<file path="config.mk">
export PLATFORM = sky130hd
export DESIGN_NAME = bus_slave_mem_flat
export DESIGN_NICKNAME = d
export VERILOG_FILES = /design/src/rtl/bus_slave_mem_if.sv /design/src/rtl/bus_slave_mem.sv /design/src/flat_wrapper.sv
export SDC_FILE = /design/constraint.sdc
export NUM_CORES = 1
export LEC_CHECK = 0
export CAP_MARGIN = 15
export CORE_MARGIN = 5
export CORE_UTILIZATION = 55
export DETAILED_ROUTE_END_ITERATION = 12
export DONT_BUFFER_PORTS = 1
export PLACE_DENSITY = 0.66
export SLEW_MARGIN = 20
export SYNTH_ARGS = -nofsm -noshare
export SYNTH_HDL_FRONTEND = slang
export SYNTH_SLANG_ARGS = --single-unit
export TNS_END_PERCENT = 50
</file>
<file path="constraint.sdc">
create_clock -name clk -period 8 [get_ports clk]
set_input_delay 2 -clock clk [delete_from_list [all_inputs] [get_ports clk]]
set_output_delay 2 -clock clk [all_outputs]
set_load 0.1 [all_outputs]
</file>
<file path="src/rtl/bus_slave_mem_if.sv">
// simpleBUS slave-side byte channel: request from the master-select mux path and
// the responder's acknowledge/read-data return.
interface bus_slave_mem_if #(
  parameter int unsigned DATA_W = 8,
  parameter int unsigned ADDR_W = 8
) ();

  logic              s_sel;
  logic              s_wr;
  logic [ADDR_W-1:0] s_addr;
  logic [DATA_W-1:0] s_din;
  logic [DATA_W-1:0] s_dout;
  logic              s_ack;
  logic              s_busy;

  modport master (
    output s_sel,
    output s_wr,
    output s_addr,
    output s_din,
    input  s_dout,
    input  s_ack,
    input  s_busy
  );

  modport slave (
    input  s_sel,
    input  s_wr,
    input  s_addr,
    input  s_din,
    output s_dout,
    output s_ack,
    output s_busy
  );

endinterface

</file>
<file path="src/rtl/bus_slave_mem.sv">
// simpleBUS byte-wide slave: decodes an address window, inserts programmable wait
// states, then writes/reads a small register file and returns a one-cycle ack.
module bus_slave_mem #(
  parameter int unsigned       DATA_W      = 8,
  parameter int unsigned       ADDR_W      = 8,
  parameter logic [ADDR_W-1:0] BASE_ADDR   = '0,
  parameter int unsigned       MEM_DEPTH   = 32,
  parameter int unsigned       WAIT_CYCLES = 1
) (
  input  logic           clk,
  input  logic           reset,
  bus_slave_mem_if.slave bus
);

  localparam int unsigned     IdxW   = (MEM_DEPTH > 1) ? $clog2(MEM_DEPTH) : 1;
  localparam logic [3:0]      WaitLd = 4'(WAIT_CYCLES);
  localparam bit              NoWait = (WAIT_CYCLES == 0);
  // Window bounds carry one extra bit so BASE_ADDR+MEM_DEPTH never wraps.
  localparam logic [ADDR_W:0] WinLo  = {1'b0, BASE_ADDR};
  localparam logic [ADDR_W:0] WinHi  = WinLo + MEM_DEPTH[ADDR_W:0];

  typedef enum logic [1:0] {
    StIdle,
    StWait,
    StAck
  } state_e;

  state_e            state_q;
  logic [3:0]        cnt_q;
  logic              wr_q;
  logic [IdxW-1:0]   idx_q;
  logic [DATA_W-1:0] din_q;
  logic              ack_q;
  logic              busy_q;
  logic [DATA_W-1:0] dout_q;
  logic [DATA_W-1:0] mem_q [MEM_DEPTH];

  logic [ADDR_W:0]   addr_ext;
  logic              hit;
  logic [IdxW-1:0]   req_idx;
  logic              op_wr;
  logic [IdxW-1:0]   op_idx;
  logic [DATA_W-1:0] op_din;
  logic              enter_ack;

  assign addr_ext = {1'b0, bus.s_addr};
  assign hit      = bus.s_sel && (addr_ext >= WinLo) && (addr_ext < WinHi);
  assign req_idx  = IdxW'(bus.s_addr - BASE_ADDR);

  // With no wait states the op commits on the accepting edge, straight from the bus.
  always_comb begin
    op_wr  = wr_q;
    op_idx = idx_q;
    op_din = din_q;
    if (state_q == StIdle) begin
      op_wr  = bus.s_wr;
      op_idx = req_idx;
      op_din = bus.s_din;
    end
  end

  assign enter_ack = ((state_q == StIdle) && hit && NoWait) ||
                     ((state_q == StWait) && (cnt_q == 4'd1));

  always_ff @(posedge clk) begin
    if (reset) begin
      state_q <= StIdle;
      cnt_q   <= '0;
      wr_q    <= 1'b0;
      idx_q   <= '0;
      din_q   <= '0;
      ack_q   <= 1'b0;
      busy_q  <= 1'b0;
      dout_q  <= '0;
      for (int i = 0; i < int'(MEM_DEPTH); i++) begin
        mem_q[i] <= '0;
      end
    end else begin
      ack_q <= 1'b0;
      if (enter_ack) begin
        ack_q <= 1'b1;
        if (op_wr) begin
          mem_q[op_idx] <= op_din;
        end else begin
          dout_q <= mem_q[op_idx];
        end
      end

      case (state_q)
        StIdle: begin
          if (hit) begin
            wr_q    <= bus.s_wr;
            idx_q   <= req_idx;
            din_q   <= bus.s_din;
            cnt_q   <= WaitLd;
            busy_q  <= 1'b1;
            state_q <= NoWait ? StAck : StWait;
          end
        end
        StWait: begin
          cnt_q <= cnt_q - 4'd1;
          if (cnt_q == 4'd1) begin
            state_q <= StAck;
          end
        end
        StAck: begin
          busy_q  <= 1'b0;
          state_q <= StIdle;
        end
        default: begin
          busy_q  <= 1'b0;
          state_q <= StIdle;
        end
      endcase
    end
  end

  assign bus.s_ack  = ack_q;
  assign bus.s_busy = busy_q;
  assign bus.s_dout = dout_q;

endmodule
</file>
<file path="src/flat_wrapper.sv">
// flat-port wrapper written by rule: the top's interface ports become plain ports
module bus_slave_mem_flat 
#(
  parameter int unsigned       DATA_W      = 8,
  parameter int unsigned       ADDR_W      = 8,
  parameter logic [ADDR_W-1:0] BASE_ADDR   = '0,
  parameter int unsigned       MEM_DEPTH   = 32,
  parameter int unsigned       WAIT_CYCLES = 1
)
  (clk, reset, bus_s_sel, bus_s_wr, bus_s_addr, bus_s_din, bus_s_dout, bus_s_ack, bus_s_busy);
  bus_slave_mem_if #(.DATA_W(DATA_W), .ADDR_W(ADDR_W)) bus_i ();
  input  logic clk;
  input  logic reset;
  input wire logic [$bits(bus_i.s_sel)-1:0] bus_s_sel;
  input wire logic [$bits(bus_i.s_wr)-1:0] bus_s_wr;
  input wire logic [$bits(bus_i.s_addr)-1:0] bus_s_addr;
  input wire logic [$bits(bus_i.s_din)-1:0] bus_s_din;
  output wire logic [$bits(bus_i.s_dout)-1:0] bus_s_dout;
  output wire logic [$bits(bus_i.s_ack)-1:0] bus_s_ack;
  output wire logic [$bits(bus_i.s_busy)-1:0] bus_s_busy;
  assign bus_i.s_sel = bus_s_sel;
  assign bus_i.s_wr = bus_s_wr;
  assign bus_i.s_addr = bus_s_addr;
  assign bus_i.s_din = bus_s_din;
  assign bus_s_dout = bus_i.s_dout;
  assign bus_s_ack = bus_i.s_ack;
  assign bus_s_busy = bus_i.s_busy;
  bus_slave_mem #(.DATA_W(DATA_W), .ADDR_W(ADDR_W), .BASE_ADDR(BASE_ADDR), .MEM_DEPTH(MEM_DEPTH), .WAIT_CYCLES(WAIT_CYCLES)) u_core (.clk(clk), .reset(reset), .bus(bus_i));
endmodule
</file>
-- Word level (Yosys, flattened, before mapping)
Memory sizes are Yosys's and may differ from the RTL's. A register that Yosys moved wholly into a read port is not among the register bits.
Index checks and enable logic that the tools add are counted.
- memories: 1
- logic and storage cells: 48
- output and inout port bits: 10
- bits of input ports: 20
- bits in writable memories: 256
- flip-flop bits (word level): 22
- memories (name ; words ; width ; read ports ; clocked after Yosys merged registers in ; write ports ; line ; RTL):
    u_core.mem_q ; 32 ; 8 ; 1 ; 1 ; 32 ; bus_slave_mem.sv:36 ; logic [DATA_W-1:0] mem_q [MEM_DEPTH];
- add/subtract/negate cells: 1
- reductions and logical operators: 11
- bitwise gates (word level): 2
- multiplexer cells: 20
- magnitude comparators: 2
- equality and inequality tests: 4
- operators by type and width (operator ; number):
    two-way mux 8 bit ; 2
    two-way mux 1 bit ; 10
    two-way mux 5 bit ; 2
    AND reduction 2 bit ; 5
    greater-or-equal comparator 8 x 1 -> 1 bit (second input constant) ; 1
    less-than comparator 8 x 6 -> 1 bit (second input constant) ; 1
    one-hot mux 4 bit (2 select lines) ; 1
    OR reduction 8 bit ; 1
    equality test 4 x 1 -> 1 bit (second input constant) ; 1
    two-way mux 2 bit ; 2
    two-way mux 4 bit ; 1
    one-hot mux 2 bit (2 select lines) ; 1
    subtractor 4 x 1 -> 4 bit (second input constant) ; 1
    logical AND 1 bit ; 3
    equality test 2 x 1 -> 1 bit (second input constant) ; 1
    logical NOT 2 bit ; 1
    != test 2 x 1 -> 1 bit (second input constant) ; 1
    != test 2 bit (second input constant) ; 1
    inverter 1 bit ; 2
    one-hot mux 1 bit (2 select lines) ; 1
    nonzero test 2 bit ; 1

-- Logic depth before layout (Yosys ltp)
Gate-level depths: netlist (run 1).
- word-level depth: 8
- gate-level depth with buffers: 9

-- Worst setup path before layout (run 1)
No wires, ideal clock.
- kind: input -> register
- start: input port bus_s_addr[0]
- end: memory u_core.mem_q[24][0], enable pin
- setup slack: 4107 ps
- stages: 8
- path buffers: 3
- arrival: 3559 ps
- cells stage by stage: or4_1 > o31ai_2 > buf_6 > buf_6 > and3_1 > buf_4 > nand2_2 > nand2b_1
- RTL lines (item ; line ; RTL):
    start: declaration ; flat_wrapper.sv:16 ; input wire logic [$bits(bus_i.s_addr)-1:0] bus_s_addr;
    end: declaration ; bus_slave_mem.sv:36 ;

==> flow_metrics.env, run 1 <==
export IMPL_grt_pass1_vias=7954
export IMPL_total_leakage_power_nw=4.658
export IMPL_floorplan_die_width_um=159.6
export IMPL_coreArea_um2=21960
export IMPL_synth_top_flop_cell="sky130_fd_sc_hd__edfxtp_1"
export IMPL_maxCapViolations=0
export IMPL_unrepaired_setup_endpoints_after_global_routing="no"
export IMPL_power_ir_vdd_worst_mv=0.1693
export IMPL_synth_async_sr_flop_share_pct=0
export IMPL_regArea_um2=8288
export IMPL_critPathMaxFanout=41
export IMPL_ctsResizeCount=0
export IMPL_r2r_start="u_core.state_q[1]"
export IMPL_synth_xor_area_share_pct=0
export IMPL_num_fill_cells=1677
export IMPL_num_io_pins=30
export IMPL_critical_path_arrival_ns=4.77
export IMPL_antenna_found_initial=0
export IMPL_mostFrequentLayoutCell="sky130_fd_sc_hd__nor2_1"
export IMPL_final_period_utilization_pct=56.77
export IMPL_grt_start_max_net_pins=66
export IMPL_n_antenna_cell=0
export IMPL_synth_compound_area_share_pct=12.67
export IMPL_cts_hold_repair_buffers=0
export IMPL_clk_pin_slew_worst_paths_ns=0.06
export IMPL_synth_edf_count=256
export IMPL_place_gp_congestion=0.8573
export IMPL_timing_reg2reg_setup_slack_ns=3.89
export IMPL_run_status="finished clean"
export IMPL_track_usage_pct=24.60
export IMPL_avgRoutedWirePerCell_um=24.44
export IMPL_num_rows=54
export IMPL_starting_density_of_the_core_pct=56.06
export IMPL_area_growth_syn_to_layout_pct=10.22
export IMPL_drt_pass1_iterations=5
export IMPL_grt_first_pass_wirelength_um=47920
export IMPL_ys_ff_latch=286
export IMPL_die_area_um2=25480
export IMPL_avgSynthCellArea_um2=12.14
export IMPL_largest_family_of_logic_cells_by_synthesized_area="simple AND/OR/NAND/NOR gates"
export IMPL_final_min_clock_period_ns=4.542
export IMPL_cp_start_kind="input pin"
export IMPL_critPathCaptureType="register"
export IMPL_post_dp_hpwl_um=18850
export IMPL_total_wire_length_after_detailed_routing_um=31530
export IMPL_final_max_slew_violation_count=0
export IMPL_vias=8139
export IMPL_hold_path_endpoint="u_core.idx_q[4]"
export IMPL_drt_antenna_violating_nets=0
export IMPL_max_slew_margin_rel_pct=31.50
export IMPL_drt_vias_per_instance=6.309
export IMPL_worst_skew_pair_late_latency_ns=0.57
export IMPL_synth_area_mux_share_pct=1.027
export IMPL_cts_root_buffer_cell="sky130_fd_sc_hd__clkbuf_16"
export IMPL_synth_lib_cells_used_distinct=44
export IMPL_syn_inst=1014
export IMPL_pwr_density_cell_nw_per_um2=251.0
export IMPL_synth_seq_area_share_pct=67.32
export IMPL_grt_overflow=0
export IMPL_ys_warnings_count=0
export IMPL_timing_worst_setup_path_type="input pin to register"
export IMPL_initialDrtViolationCount=972
export IMPL_r2r_cells=7
export IMPL_clkSinkCount=286
export IMPL_power_total_mw=3.406
export IMPL_fmax_mhz=220.2
export IMPL_tritoncts="done"
export IMPL_synth_cell_area_um2=12310
export IMPL_synth_net_count=1036
export IMPL_min_delay_path_depth=2
export IMPL_area_occupied_by_multi_input_gates_um2=3737
export IMPL_finalHoldViolCount=0
export IMPL_maximum_level_of_the_cts_h_tree=1
export IMPL_number_of_buffers_on_the_longest_clock_path=3
export IMPL_io_buffers=0
export IMPL_tightest_slew_ns=1.026
export IMPL_tns_ns=0
export IMPL_number_of_buffers_inserted_during_clock_tree_synthesis=30
export IMPL_post_route_cells_drive_above_1_share_pct=10.69
export IMPL_crit_reg2reg_capture="u_core.mem_q[31][1]"
export IMPL_synth_simple_gate_area_share_pct=15.31
export IMPL_crit_required_ns=8.22
export IMPL_yosys_area_share_adder_pct=0.2033
export IMPL_finalClockSkew_ns=0.02814
export IMPL_cts_setup_buffers=0
export IMPL_detail_route_drc_violations=0
export IMPL_hold_path_startpoint="u_core.idx_q[4]"
export IMPL_die_height_um=159.6
export IMPL_min_path_type="register to register"
export IMPL_finish_net_count=1008
export IMPL_final_cell_mix="sky130_fd_sc_hd__nor2_1 (280), sky130_fd_sc_hd__edfxtp_1 (256), sky130_fd_sc_hd__nand2_1 (62)"
export IMPL_final_setup_viol_count=0
## per-stage QoR
step           setup slack [ns]  hold slack, ns  area, um2  std cells  utilization (%)
2_1_floorplan             4.107          0.4357      12310       1014                -
4_1_cts                   3.503          0.4774      13570       1290            61.79
3_3_place_gp              2.959          0.4602      12490       1234            56.87
6_report                  3.458          0.4737      13570       1290            61.79
5_1_grt                   3.348          0.5047      13570       1290            61.79
3_5_place_dp              2.913          0.4695      12490       1234            56.87
## cells by family (layout without fill, tap and decap cells)
logic type	Yosys count	count (layout)
adders and majority gates	2	2
DFF	286	286
AOI/OAI and AO/OA	202	202
and+or+nand+nor	436	436
muxes	12	12
buffers and inverters	76	72
## synthesized netlist by cell type, drive strengths merged, types with 23 or more instances
master / count / area, um2
nor2: 281 / 1062
edfxtp: 256 / 7687
nand2: 86 / 382.9
a221oi: 47 / 411.6
a22o: 47 / 437.9
nand2b: 39 / 244.0
buf: 37 / 280.3
clkbuf: 37 / 138.9
a22oi: 34 / 255.2
a21oi: 30 / 150.1
dfxtp: 30 / 600.6
o22ai: 23 / 143.9
## final cells by class
cell class | instances | area share [%]
Clock inverter | 14 | 1.734
Sequential cell | 286 | 61.08
Multi-Input combinational cell | 652 | 27.54
Inverter | 2 | 0.05532
Timing Repair Buffer | 14 | 0.7745
Clock buffer | 42 | 6.233
Tap cell | 280 | 2.582
## where the power goes
group	leakage [nW]	total, mW	internal, mW	switching (mW)
Clock	0.523	1.50	0.929	0.572
Sequential	2.89	1.69	1.67	0.0242
Combinational	1.25	0.211	0.0585	0.153
## how the worst max path moves through the flow
stage,from,to,slack [ns],cells after the start
floorplan,bus_s_addr[0],u_core.mem_q[24][0],4.11,8
global placement,bus_s_addr[1],u_core.mem_q[29][4],2.96,6
detailed placement,bus_s_addr[1],u_core.mem_q[13][3],2.91,6
CTS,bus_s_addr[1],u_core.mem_q[17][0],3.50,6
global route,bus_s_addr[1],u_core.mem_q[17][0],3.35,6
finish,bus_s_addr[1],u_core.mem_q[13][1],3.46,6
## critical path, cell delays in order
cell	delay, ns
sky130_fd_sc_hd__or4b_1	0.52
sky130_fd_sc_hd__o21ai_4	0.30
sky130_fd_sc_hd__buf_4	0.54
sky130_fd_sc_hd__and3_1	0.75
sky130_fd_sc_hd__nand2_2	0.26
sky130_fd_sc_hd__nand2b_1	0.38
## metal layers
metal	global-route usage [%]	vias to the layer above	share of wire, %
met1	34.39	3980	40
met5	0	-	0
met4	7.456	0	2.8
met2	40.31	388	49
met3	3.763	72	8.5
li1	-	3699	-
## sequential cells by signal, summed over array words and instances (netlist names)
register,count
u_core.idx_q,5
u_core.bus.s_busy,1
u_core.cnt_q,4
u_core.bus.s_dout,8
u_core.bus.s_ack,1
u_core.din_q,8
u_core.mem_q,256
u_core.state_q,2
u_core.wr_q,1
Power figures use the tool's default switching activity.
==> inputs of run 2 (changes only) <==
--- a/config.mk
+++ b/config.mk
@@ -10,7 +10,7 @@
 export CORE_UTILIZATION = 55
 export DETAILED_ROUTE_END_ITERATION = 12
 export DONT_BUFFER_PORTS = 1
-export PLACE_DENSITY = 0.66
+export PLACE_DENSITY = 0.69
 export SLEW_MARGIN = 20
 export SYNTH_ARGS = -nofsm -noshare
 export SYNTH_HDL_FRONTEND = slang
==> constraint.sdc (replaced) <==
create_clock -name clk -period 3.65 [get_ports clk]
set_input_delay 0.9125 -clock clk [delete_from_list [all_inputs] [get_ports clk]]
set_output_delay 0.9125 -clock clk [all_outputs]
set_load 0.1 [all_outputs]
==> flow_metrics.env, run 2 (synthesis results as in run 1) <==
export IMPL_number_of_buffers_inserted_during_clock_tree_synthesis=29
export IMPL_stdcell_count=1305
export IMPL_initialDrtViolationCount=805
export IMPL_avgRoutedWirePerCell_um=24.03
export IMPL_post_dp_hpwl_um=19350
export IMPL_placedCellCount=1251
export IMPL_run_status="finished clean"
export IMPL_mostFrequentLayoutCell="sky130_fd_sc_hd__nor2_1"
export IMPL_total_leakage_power_nw=4.720
export IMPL_placedInstanceArea_um2=12670
export IMPL_floorplan_die_width_um=159.6
export IMPL_tns_ns=0
export IMPL_worst_path_most_repeated_cell="sky130_fd_sc_hd__buf_12"
export IMPL_final_min_clock_period_ns=3.253
export IMPL_final_cell_mix="sky130_fd_sc_hd__nor2_1 (280), sky130_fd_sc_hd__edfxtp_1 (256), sky130_fd_sc_hd__nand2_1 (62)"
export IMPL_grt_start_max_net_pins=66
export IMPL_die_height_um=159.6
export IMPL_cts_root_buffer_cell="sky130_fd_sc_hd__clkbuf_16"
export IMPL_largest_register="u_core.mem_q"
export IMPL_finalHoldViolCount=0
export IMPL_pwr_density_cell_nw_per_um2=529.0
export IMPL_crit_chain="nor2_4, buf_12, mux2i_4, buf_12, and3_1, nand2_1, nand2b_1"
export IMPL_antenna_found_initial=0
export IMPL_finish_instance_area_um2=13650
export IMPL_worst_setup_slack_after_placement_ns=0.3771
export IMPL_critical_path_arrival_ns=3.45
export IMPL_crit_required_ns=3.85
export IMPL_finalClockSkew_ns=0.01008
export IMPL_worst_skew_pair_late_latency_ns=0.54
export IMPL_ctsResizeCount=0
export IMPL_cts_setup_buffers=0
export IMPL_min_path_type="input pin to register"
export IMPL_n_antenna_cell=0
export IMPL_clk_pin_slew_worst_paths_ns=0.06
export IMPL_starting_density_of_the_core_pct=56.06
export IMPL_area_growth_syn_to_layout_pct=10.87
export IMPL_timing_worst_setup_path_type="register to register"
export IMPL_total_wire_length_after_detailed_routing_um=31360
export IMPL_clkSinkCount=286
export IMPL_final_setup_viol_count=0
export IMPL_maximum_level_of_the_cts_h_tree=1
export IMPL_worst_path_largest_cell_delay_ns=0.70
export IMPL_die_area_um2=25480
export IMPL_grt_pass1_vias=8058
export IMPL_cp_start_kind="register"
export IMPL_post_route_cells_drive_above_1_share_pct=11.71
export IMPL_io_buffers=0
export IMPL_maxCapViolations=0
export IMPL_grt_first_pass_wirelength_um=47450
export IMPL_final_max_slew_violation_count=0
export IMPL_critPathMaxFanout=65
export IMPL_num_rows=54
export IMPL_worst_hold_slack_ns=0.4477
export IMPL_drt_vias_per_instance=6.328
export IMPL_final_critical_path_setup_slack_ns=0.3972
export IMPL_track_usage_pct=24.09
export IMPL_number_of_flip_flops_under_the_largest_register_name=256
export IMPL_number_of_buffers_on_the_longest_clock_path=3
export IMPL_num_io_pins=30
export IMPL_vias=8258
export IMPL_drt_pass1_iterations=5
export IMPL_fmax_mhz=307.4
export IMPL_unrepaired_setup_endpoints_after_global_routing="no"
export IMPL_grt_overflow=0
export IMPL_drt_antenna_violating_nets=0
export IMPL_tritoncts="done"
export IMPL_worst_path_max_delay_cell="sky130_fd_sc_hd__and3_1"
export IMPL_final_period_utilization_pct=89.12
export IMPL_place_gp_congestion=0.8997
export IMPL_cts_hold_repair_buffers=0
export IMPL_finish_net_count=1025
export IMPL_tightest_slew_ns=1.091
export IMPL_power_ir_vdd_worst_mv=0.4201
export IMPL_critPathCaptureType="register"
export IMPL_max_slew_margin_rel_pct=26.97
export IMPL_coreArea_um2=21960
export IMPL_detail_route_drc_violations=0
[run 2: cell types whose count changed in the layout (fill, tap and decap cells not counted), sizes merged]
| cell | delta |
|---|---|
| buf | +18 |
| bufinv | -1 |
| clkbuf | -6 |
| clkinv | +4 |
| clkinvlp | -1 |
| inv | +1 |
[run 2: worst paths after layout]
kind | slack, ns | end | depth (start not counted) | startpoint
worst min register to register | 0.48 | u_core.wr_q | 2 | u_core.wr_q
worst min-delay path | 0.45 | u_core.din_q[1] | 1 | reset
worst max-delay path | 0.40 | u_core.mem_q[31][3] | 7 | u_core.state_q[1]
worst max register to register | 0.40 | u_core.mem_q[31][3] | 7 | u_core.state_q[1]
[run 2: report_power, final]
part / total (mW) / internal (mW) / leakage, nW / switching (mW)
logic: 0.484 / 0.150 / 1.36 / 0.334
registers: 3.71 / 3.66 / 2.89 / 0.0524
clock network: 3.03 / 1.83 / 0.474 / 1.20
total: 7.22 / 5.63 / 4.72 / 1.59
[run 2: critical path, delay by kind of cell, from the launching register on]
family        cells  cell delay, ns
buf+inv           2            0.57
mux               1            0.29
flops             1            0.38
simple gates      4            1.67
[run 2: layout make-up]
cell class / count / area [um2]
flip-flops and latches: 286 / 8288
fillers: 1710 / 8309
clock buffers: 36 / 762.0
multi-input cells: 652 / 3737
well taps: 280 / 350.3
repair buffers: 32 / 294.0
clock inverters: 17 / 210.2
inverters: 2 / 7.507
[run 2: per-stage QoR]
| stage | util [%] | power [mW] |
|---|---|---|
| after global routing | 62.16 | 7.430 |
| after detailed placement | 57.68 | 4.253 |
| after global placement | 57.68 | 4.246 |
| final | 62.16 | 7.221 |
| after CTS | 62.11 | 7.233 |
| after floorplan | - | 4.081 |
[run 2: layer usage]
metal,GRT usage [%],wire [um]
met2,40.44,15560
met1,32.42,12010
met5,0,0
met3,4.124,2946
met4,7.535,844
==> inputs of run 3 (changes only) <==
--- a/config.mk
+++ b/config.mk
@@ -6,8 +6,10 @@
 export NUM_CORES = 1
 export LEC_CHECK = 0
 export CAP_MARGIN = 15
+export CORE_ASPECT_RATIO = 0.7
 export CORE_MARGIN = 5
 export CORE_UTILIZATION = 55
+export CTS_CLUSTER_DIAMETER = 200
 export DETAILED_ROUTE_END_ITERATION = 12
 export DONT_BUFFER_PORTS = 1
 export PLACE_DENSITY = 0.69
==> flow_metrics.env, run 3 (synthesis results as in run 1) <==
export IMPL_stages_on_worst_setup_path=8
export IMPL_vias=8447
export IMPL_tritoncts="done"
export IMPL_worst_path_largest_cell_delay_ns=0.60
export IMPL_crit_reg2reg_capture="u_core.bus.s_dout[5]"
export IMPL_drt_pass1_iterations=6
export IMPL_critical_path_endpoint="u_core.bus.s_dout[5]"
export IMPL_maximum_level_of_the_cts_h_tree=1
export IMPL_antenna_found_initial=0
export IMPL_final_period_utilization_pct=86.09
export IMPL_initialDrtViolationCount=1131
export IMPL_detail_route_drc_violations=0
export IMPL_regArea_um2=8288
export IMPL_worst_skew_pair_late_latency_ns=0.55
export IMPL_final_cell_mix="sky130_fd_sc_hd__nor2_1 (280), sky130_fd_sc_hd__edfxtp_1 (256), sky130_fd_sc_hd__nand2_1 (62)"
export IMPL_timing_critical_path_from="u_core.state_q[1]"
export IMPL_placedCellCount=1249
export IMPL_number_of_flip_flops_under_the_largest_register_name=256
export IMPL_ctsResizeCount=0
export IMPL_finalClockSkew_ns=0.01671
export IMPL_drt_antenna_violating_nets=0
export IMPL_total_wire_length_after_detailed_routing_um=32170
export IMPL_final_setup_viol_count=0
export IMPL_stdcell_count=1299
export IMPL_starting_density_of_the_core_pct=56.35
export IMPL_power_ir_vdd_worst_mv=0.4395
export IMPL_pwr_density_cell_nw_per_um2=538.0
export IMPL_area_occupied_by_multi_input_gates_um2=3737
export IMPL_die_area_um2=25520
export IMPL_grt_overflow=0
export IMPL_crit_chain="nor2_4, o21ai_4, buf_12, a22o_1, a221oi_1, o22ai_1, nor4_1, a311oi_1"
export IMPL_cts_hold_repair_buffers=0
export IMPL_cts_setup_buffers=0
export IMPL_num_fill_cells=1682
export IMPL_tightest_slew_ns=1.121
export IMPL_fmax_mhz=318.3
export IMPL_critical_path_top_delay_family="compound AO/OA/AOI/OAI gates"
export IMPL_cp_start_kind="register"
export IMPL_r2r_cells=8
export IMPL_die_height_um=135.2
export IMPL_finish_instance_area_um2=13660
export IMPL_final_min_clock_period_ns=3.142
export IMPL_io_buffers=0
export IMPL_grt_start_max_net_pins=65
export IMPL_finalHoldViolCount=0
export IMPL_post_route_cells_drive_above_1_share_pct=11.60
export IMPL_unrepaired_setup_endpoints_after_global_routing="no"
export IMPL_post_dp_hpwl_um=20220
export IMPL_coreArea_um2=21850
export IMPL_place_gp_congestion=0.8996
export IMPL_mostFrequentLayoutCell="sky130_fd_sc_hd__nor2_1"
export IMPL_area_growth_syn_to_layout_pct=10.94
export IMPL_grt_first_pass_wirelength_um=48410
export IMPL_cts_root_buffer_cell="sky130_fd_sc_hd__clkbuf_16"
export IMPL_timing_reg2reg_setup_slack_ns=0.51
export IMPL_max_slew_margin_rel_pct=25.20
export IMPL_number_of_buffers_and_inverters_on_the_critical_path=1
export IMPL_critical_path_arrival_ns=3.56
export IMPL_final_max_slew_violation_count=0
export IMPL_number_of_buffers_on_the_longest_clock_path=3
export IMPL_run_status="finished clean"
export IMPL_critPathCaptureType="register"
export IMPL_r2r_start="u_core.state_q[1]"
export IMPL_tns_ns=0
export IMPL_largest_register="u_core.mem_q"
export IMPL_num_rows=45
export IMPL_total_leakage_power_nw=4.712
export IMPL_clkSinkCount=286
export IMPL_crit_required_ns=4.07
export IMPL_drt_vias_per_instance=6.503
export IMPL_finish_net_count=1018
export IMPL_avgRoutedWirePerCell_um=24.77
export IMPL_min_path_type="input pin to register"
export IMPL_clk_pin_slew_worst_paths_ns=0.07
export IMPL_worst_path_max_delay_cell="sky130_fd_sc_hd__nor2_4"
export IMPL_n_antenna_cell=0
export IMPL_num_io_pins=30
export IMPL_timing_worst_setup_path_type="register to register"
export IMPL_critPathMaxFanout=44
export IMPL_track_usage_pct=25.08
export IMPL_number_of_buffers_inserted_during_clock_tree_synthesis=27
export IMPL_placedInstanceArea_um2=12640
export IMPL_grt_pass1_vias=7918
export IMPL_maxCapViolations=0
export IMPL_floorplan_die_width_um=188.8
-- run 3: cell types whose count changed in the layout (fill, tap and decap cells not counted) --
cell,before,now
sky130_fd_sc_hd__buf_4,27,23
sky130_fd_sc_hd__buf_6,1,0
sky130_fd_sc_hd__bufinv_16,5,6
sky130_fd_sc_hd__clkbuf_1,6,2
sky130_fd_sc_hd__clkbuf_8,1,3
sky130_fd_sc_hd__clkinv_1,5,3
sky130_fd_sc_hd__clkinv_2,5,4
sky130_fd_sc_hd__clkinv_8,0,1
-- run 3: per-stage QoR --
stage	setup slack, ns	hold slack, ns	util [%]	power, mW
finish	0.5079	0.4469	62.51	7.347
detailed placement	0.5312	0.4728	57.85	4.242
global placement	0.5436	0.4664	57.85	4.239
CTS	0.5974	0.4336	62.51	7.361
floorplan	0.8444	0.4357	-	4.081
global route	0.4090	0.4261	62.51	7.544
-- run 3: metal layers --
metal	vias up	global-route usage, %	share of wire [%]
met2	517	36.86	43
met5	-	0	0
met3	64	5.976	12
li1	3706	-	-
met1	4160	38.00	42
met4	0	6.432	2.5
-- run 3: area by class of cell --
cell class,instances,share of cell area [%]
Inverter,2,0.05497
Tap cell,282,2.584
Clock inverter,16,1.787
Sequential cell,286,60.69
Clock buffer,34,5.671
Timing Repair Buffer,27,1.851
Multi-Input combinational cell,652,27.37
-- run 3: worst min path at each step --
stage	startpoint	end	slack [ns]	cells past startpoint
detailed placement	u_core.din_q[2]	u_core.din_q[2]	0.47	2
finish	reset	u_core.wr_q	0.45	1
global placement	u_core.din_q[7]	u_core.din_q[7]	0.47	2
floorplan	u_core.din_q[0]	u_core.din_q[0]	0.44	2
global route	reset	u_core.wr_q	0.43	1
CTS	reset	u_core.bus.s_busy	0.43	1
-- run 3: where the power goes --
| part | internal (mW) | switching (mW) |
|---|---|---|
| Sequential | 3.66 | 0.0534 |
| Combinational | 0.140 | 0.335 |
| Clock | 1.93 | 1.23 |
